<file path="src/rtl/timer_counter.sv">
// timer_counter: memory-mapped countdown timer feeding CP0 HWInt[0].
// Registers: CTRL (offset 0), PRESET (offset 1), COUNT (offset 2, read-only).
// CTRL = {28'b0, IM, Mode[1:0], Enable}. IRQ = irq_flag & IM.
// Optional feature macro: TIMER_MODE1_EN enables auto-reload (Mode == 01).
// Without it every Mode value behaves as one-shot; Mode bits are still stored.
module timer_counter (
  input  logic        clk,
  input  logic        reset,
  input  logic [1:0]  Addr,
  input  logic        We,
  input  logic [31:0] DIn,
  output logic [31:0] DOut,
  output logic        IRQ
);

  localparam logic [1:0] ST_IDLE = 2'd0;
  localparam logic [1:0] ST_LOAD = 2'd1;
  localparam logic [1:0] ST_CNT  = 2'd2;
  localparam logic [1:0] ST_INT  = 2'd3;

  localparam logic [1:0] OFS_CTRL   = 2'd0;
  localparam logic [1:0] OFS_PRESET = 2'd1;
  localparam logic [1:0] OFS_COUNT  = 2'd2;

  logic [1:0]  state;
  logic        ctrl_enable;
  logic [1:0]  ctrl_mode;
  logic        ctrl_im;
  logic [31:0] preset;
  logic [31:0] count;
  logic        irq_flag;
  logic        auto_reload;

`ifdef TIMER_MODE1_EN
  assign auto_reload = (ctrl_mode == 2'b01);
`else
  assign auto_reload = 1'b0;
`endif

  assign IRQ = irq_flag & ctrl_im;

  // Read mux: purely combinational view of the current register state.
  always_comb begin
    DOut = 32'd0;
    case (Addr)
      OFS_CTRL:   DOut = {28'd0, ctrl_im, ctrl_mode, ctrl_enable};
      OFS_PRESET: DOut = preset;
      OFS_COUNT:  DOut = count;
      default:    DOut = 32'd0;
    endcase
  end

  // FSM and register update; bus writes are applied after the FSM so they win.
  always_ff @(posedge clk) begin
    if (reset) begin
      state       <= ST_IDLE;
      ctrl_enable <= 1'b0;
      ctrl_mode   <= 2'b00;
      ctrl_im     <= 1'b0;
      preset      <= 32'd0;
      count       <= 32'd0;
      irq_flag    <= 1'b0;
    end else begin
      case (state)
        ST_IDLE: begin
          if (ctrl_enable) state <= ST_LOAD;
        end
        ST_LOAD: begin
          count <= preset;
          state <= ST_CNT;
        end
        ST_CNT: begin
          if (!ctrl_enable) begin
            state <= ST_IDLE;
          end else if (count > 32'd1) begin
            count <= count - 32'd1;
          end else begin
            count    <= 32'd0;
            irq_flag <= 1'b1;
            state    <= ST_INT;
          end
        end
        ST_INT: begin
          if (auto_reload) begin
            count    <= preset;
            irq_flag <= 1'b0;
            state    <= ST_CNT;
          end else begin
            ctrl_enable <= 1'b0;
            state       <= ST_IDLE;
          end
        end
        default: state <= ST_IDLE;
      endcase

      if (We) begin
        case (Addr)
          OFS_CTRL: begin
            ctrl_enable <= DIn[0];
            ctrl_mode   <= DIn[2:1];
            ctrl_im     <= DIn[3];
            irq_flag    <= 1'b0;
          end
          OFS_PRESET: begin
            preset   <= DIn;
            irq_flag <= 1'b0;
          end
          default: ;
        endcase
      end
    end
  end

endmodule
</file>
<file path="config.mk">
export PLATFORM = sky130hd
export DESIGN_NAME = timer_counter
export DESIGN_NICKNAME = d
export VERILOG_FILES = /design/src/rtl/timer_counter.sv
export SDC_FILE = /design/constraint.sdc
export NUM_CORES = 1
export LEC_CHECK = 0
export CORE_ASPECT_RATIO = 1.25
export CORE_MARGIN = 10
export CORE_UTILIZATION = 48
export CTS_CLUSTER_SIZE = 10
export DETAILED_ROUTE_END_ITERATION = 8
export PLACE_DENSITY = 0.8
export SLEW_MARGIN = 20
export SYNTH_ARGS = -nofsm -noshare
export SYNTH_HDL_FRONTEND = slang
export SYNTH_SLANG_ARGS = --single-unit
</file>
<file path="constraint.sdc">
create_clock -name clk -period 2.79 [get_ports clk]
set_input_delay 0.837 -clock clk [delete_from_list [all_inputs] [get_ports clk]]
set_output_delay 0.837 -clock clk [all_outputs]
set_load 0.03 [all_outputs]
</file>
=== Word level (Yosys, flattened, before mapping) ===
Index checks and enable logic that the tools add are counted.

* Register bits after elaboration: 71
* Latch bits: 0
* RAM bits: 0
* Memory bits (read-only): 0
* Input bits: 37
* Output and inout port bits: 33
* Word-level logic and storage cells: 42
* Memories: 0

* $add $sub $neg: 1
* $mul: 0
* Divide/modulo/power cells: 0
* Magnitude comparators: 1
* Eq/ne operators: 8
* Shift operators: 0
* Mux-type cells: 16
* Bitwise gates (word level): 1
* Reductions and logical operators: 8

{| class="wikitable"
|+ Operators by type and width
! cell !! number
|-
| 32-bit case mux with 3 select lines || 1
|-
| 32-bit 2-to-1 mux || 2
|-
| 32-bit case mux with 2 select lines || 1
|-
| 32-bit by 1-bit greater-than comparator with 1-bit output (second input constant) || 1
|-
| 32-bit by 1-bit subtractor with 32-bit output (second input constant) || 1
|-
| 1-bit 2-to-1 mux || 8
|-
| 2-bit case mux with 4 select lines || 1
|-
| 2-bit AND reduction || 4
|-
| 2-bit == test (second input constant) || 3
|-
| 2-bit 2-to-1 mux || 3
|-
| 2-bit by 1-bit == test with 1-bit output (second input constant) || 2
|-
| 2-bit logical NOT || 2
|-
| 2-bit inequality test (second input constant) || 2
|-
| 3-bit inequality test (second input constant) || 1
|-
| 2-bit nonzero test || 1
|-
| 2-bit OR reduction || 1
|-
| 1-bit bitwise AND || 1
|}

=== Depth between registers and ports, before layout ===
* Word-level depth: 6
* Mapped depth: 8
* Gate-level depth less buffers: 7

=== Worst setup path after synthesis ===
OpenSTA, ideal clock, no wires.

* Path kind: in2out
* Start: input Addr[1]
* End: output DOut[10]
* Arrival: 2.188 ns
* Required time: 1.953 ns
* Slack: -0.235 ns
* Cell stages on the path: 5
* Buffers on the path: 3
* Path through: clkbuf_1 > nor2b_1 > clkbuf_1 > buf_1 > a22o_1

* Word-level cells in the longest chain between the ends: 2
* Elaborated cells between the ends (all ways): 4
* Those cells by class: 2 x eq/ne; 1 x mux; 1 x reduce/logical

{| class="wikitable"
|+ RTL lines
! what !! line !! source
|-
| from (decl) || 9 || <nowiki>input logic [1:0] Addr,</nowiki>
|-
| 2-bit == test (tied with other cells) || 45 || <nowiki>case (Addr)</nowiki>
|-
| 32-bit case mux with 3 select lines (*) || 45 ||
|-
| to (decl) || 12 || <nowiki>output logic [31:0] DOut,</nowiki>
|}

Mark *: on every way between the ends. The rest lies on a longest branch, timed or not.

=== Worst setup path in the final report ===
* Start: input Addr[0]
* End: output DOut[14]

The elaborated chain is that of the path after synthesis.

==> out/qor.csv <==
stage,metric,value,unit
status,status,completed,
place,Placed Area,4920,sq um
synthesis,Post-Synthesis Cells,541,
pwr,Pwr Total,2.51,mW
run,maxcap violations,0,
setup_path,CP startpoint kind,primary input,
cells_and_area,Final Cell Area,5230,sq um
place,final HPWL from detailed placement,9.39,mm
synthesis,post-synthesis xor/xnor area fraction,0.00650,
clock_tree,clock slew at reported path FFs,0.07,ns
pwr,P per Cell Area,479,nW/um^2
grt,largest net degree at the start of global routing,33,
synthesis,largest family of logic cells by synthesized area,compound AO/OA/AOI/OAI gates,
synthesis,"Distinct cells, synth",52,
clock_tree,CTS tree,yes,
synthesis,Async SR Flop Fraction,0,
clock_tree,CTS hold repair buffers,0,
setup_path,Required @ worst endpoint,1.95,ns
sta,max frequency,365,MHz
synthesis,adder-cell share of the synthesized area,0.00619,
drt,DR WL/cell,19.0,um
sta,Final min period,2.74,ns
floorplan,full die area,12500,sq um
setup_path,slowest CP cell,a22o_2,
synthesis,fraction of synthesized area in multiplexers,0.0173,
drt,routed vias,4436,
drt,final wirelength,13.4,mm
sta,Rel. slew slack,0.528,
floorplan,row count,37,
floorplan,Die Height,123,um
cells_and_area,Area Growth Syn to Fin,29.4,%
cells_and_area,post-route insts no fill,706,
setup_path,CP top delay family,buffers and inverters,
worst_hold_path,Hold Path Class,reg -> reg,
sta,worst slew pin tran,0.701,ns
clock_tree,root buffer cell,clkbuf_8,
synthesis,Ys Warns,0,
synthesis,sequential share of the synthesized area,0.352,
grt,first-pass GRT wire length,21.8,mm
floorplan,initial core utilization,0.490,
clock_tree,H-tree lvl count,3,
setup_path,CP Capture Type,primary output,
place,gpl congestion,0.945,
synthesis,mapped cell area,4040,sq um
setup_path,"critical path fanouts, max",10,
grt,GRT Residual Overflow,0,
cells_and_area,diode count,0,
grt,Total GRT Usage,0.217,
synthesis,number of synthesized flops with an enable pin,0,
drt,vias per cell,6.28,
sta,final worst path period share,0.981,
sta,fin. max-slew vios,0,
setup_path,"Buf+Inv Stages, Crit Path",4,
pwr,P_leak,2.04,nW
cells_and_area,# nets final,643,
place,# placed instances,686,
grt,initial antenna violation count,0,
floorplan,IO Count,70,
drt,DRT iter0 DRCs,486,
setup_path,most frequent CP cell,buf_4,
sta,clock skew,0.0108,ns
synthesis,Yosys reg bits,71,
synthesis,Synth Net Count,580,
synthesis,Synth Area in Compound Gates,0.315,
pwr,Peak VDD IR,0.492,mV
drt,TritonRoute pass-1 iters,5,
clock_tree,# clock sinks,71,
synthesis,syn avg cell area,7.47,sq um
drt,remaining routing DRC violations,0,
cells_and_area,share of post-route cells with drive strength above 1,0.202,
clock_tree,Max Buffers Root-to-Sink,2,
synthesis,Synth Area in Simple Gates,0.244,
place,Port Buffers,69,
drt,DRT antenna net count,0,
sta,Final Hold Vio Count,0,
clock_tree,clk_lat worst skew,0.37,ns
sta,RSZ-0062 raised after global routing,false,
setup_path,data arrival time of the worst path,1.90,ns
grt,vias in the first global route,4292,
floorplan,DIE WIDTH,102,um
synthesis,Post-synth top flop,dfxtp_1,
floorplan,core area,8240,sq um
setup_path,Crit Path Category,in -> out,
setup_path,CP max stage delay,0.23,ns
sta,final setup violation count,0,
clock_tree,Num CTS Buffers,9,
setup_path,crit path cell chain,clkdlybuf4s15_2 > nor2b_4 > buf_4 > buf_6 > a22o_2 > buf_4,
cells in the mapped netlist, types with 2 or more instances:
cell type / count / area share
nand2_1: 94 / 0.087
dfxtp_1: 71 / 0.35
a21oi_1: 64 / 0.079
clkbuf_1: 40 / 0.037
nor2_1: 39 / 0.036
o21ai_0: 39 / 0.048
a22o_1: 28 / 0.061
nor3_1: 16 / 0.020
nand3_1: 15 / 0.019
a211oi_1: 14 / 0.026
nor4_1: 9 / 0.014
inv_1: 8 / 0.0074
or4_1: 8 / 0.015
a221oi_1: 7 / 0.015
mux2i_1: 7 / 0.017
o21a_1: 7 / 0.013
o41ai_1: 7 / 0.015
a31oi_1: 6 / 0.0093
nor2b_1: 6 / 0.0093
buf_1: 4 / 0.0037
nand4_1: 4 / 0.0062
a211o_1: 3 / 0.0065
buf_6: 3 / 0.0084
nand2b_1: 3 / 0.0046
a311oi_1: 2 / 0.0043
and2_1: 2 / 0.0031
and3_1: 2 / 0.0031
buf_2: 2 / 0.0025
ha_1: 2 / 0.0062
nand3b_1: 2 / 0.0037
o221a_2: 2 / 0.0056
o31a_1: 2 / 0.0043
o31ai_1: 2 / 0.0037
or3_1: 2 / 0.0031
xnor2_1: 2 / 0.0043
state kept, by name, indices dropped and copies added (netlist names):
name and flops:
count 32, preset 32, ctrl_mode 2, state 2, ctrl_enable 1, ctrl_im 1
irq_flag 1
cell families (layout without fill, tap and decap cells):
logic type | after synthesis | in the layout
AO/OA/AOI/OAI | 191 | 191
AND/OR/NAND/NOR | 210 | 210
flip-flops | 71 | 71
XOR/XNOR | 3 | 3
multiplexers | 7 | 7
adder cells (fa/ha/maj) | 2 | 2
buffers and inverters | 57 | 125
final timing paths:
kind,slack (ns),start,cells past startpoint,end
worst max-delay path,0.05,Addr[0],6,DOut[14]
worst min-delay path,0.47,preset[3],2,preset[3]
worst max register to register,0.28,count[0],8,count[30]
worst min register to register,0.47,preset[3],2,preset[3]
tightest hold or removal path: cells and delay by family (launching register included):
kind	cells	cell delay, ns
compound gates	1	0.05
flops	1	0.32
simple gates	1	0.05
report_power, final:
group / switching (mW) / internal, mW
Clock: 0.417 / 0.550
Combinational: 0.269 / 0.195
Sequential: 0.0345 / 1.04
Total: 0.721 / 1.79
final cells by class:
cell class	instances	area [sq um]
Fill cell	705	3010
Multi-Input combinational cell	413	2440
Sequential cell	71	1420
Timing Repair Buffer	101	982
Clock buffer	11	151
Tap cell	97	121
Clock inverter	5	80.1
Inverter	8	30.0
per-stage QoR:
step / util / setup WS (ns) / hold slack (ns) / TNS [ns]
floorplan: - / 0.0515 / 0.446 / 0
global placement: 0.597 / -0.155 / 0.461 / -4.33
detailed placement: 0.597 / -0.205 / 0.466 / -5.50
CTS: 0.635 / 0.0548 / 0.477 / 0
global route: 0.635 / 0.0155 / 0.504 / 0
finish: 0.635 / 0.0525 / 0.473 / 0
per-layer routing:
metal	vias up	track usage	part of all wire	routed length [um]
met5	-	0	0	0
met4	0	0.0954	0.021	287
met3	25	0.0455	0.079	1050
met2	181	0.364	0.51	6830
met1	2111	0.262	0.39	5210
li1	2119	-	-	-
layout by cell type, fill, tap and decap left out, types with 6 or more instances in the layout:
cell             instances
clkdlybuf4s50_1         34
o21a_1                   7
nand2_1                 94
clkbuf_8                11
a21oi_1                 64
o41ai_1                  7
mux2i_1                  7
a22o_2                  26
nor2_1                  39
nor3_1                  16
or4_1                    8
o21ai_0                 35
a221oi_1                 7
nor4_1                   9
nand3_1                 15
dfxtp_1                 71
buf_4                   53
inv_1                    8
a31oi_1                  6
buf_12                   8
a211oi_1                14
repair_timing:
action / CTS / global route
setup buffers: 2 / 0
endpoints found under the setup margin: 32 / 0
resized for setup: 10 / 0
Power figures use the tool's default switching activity.
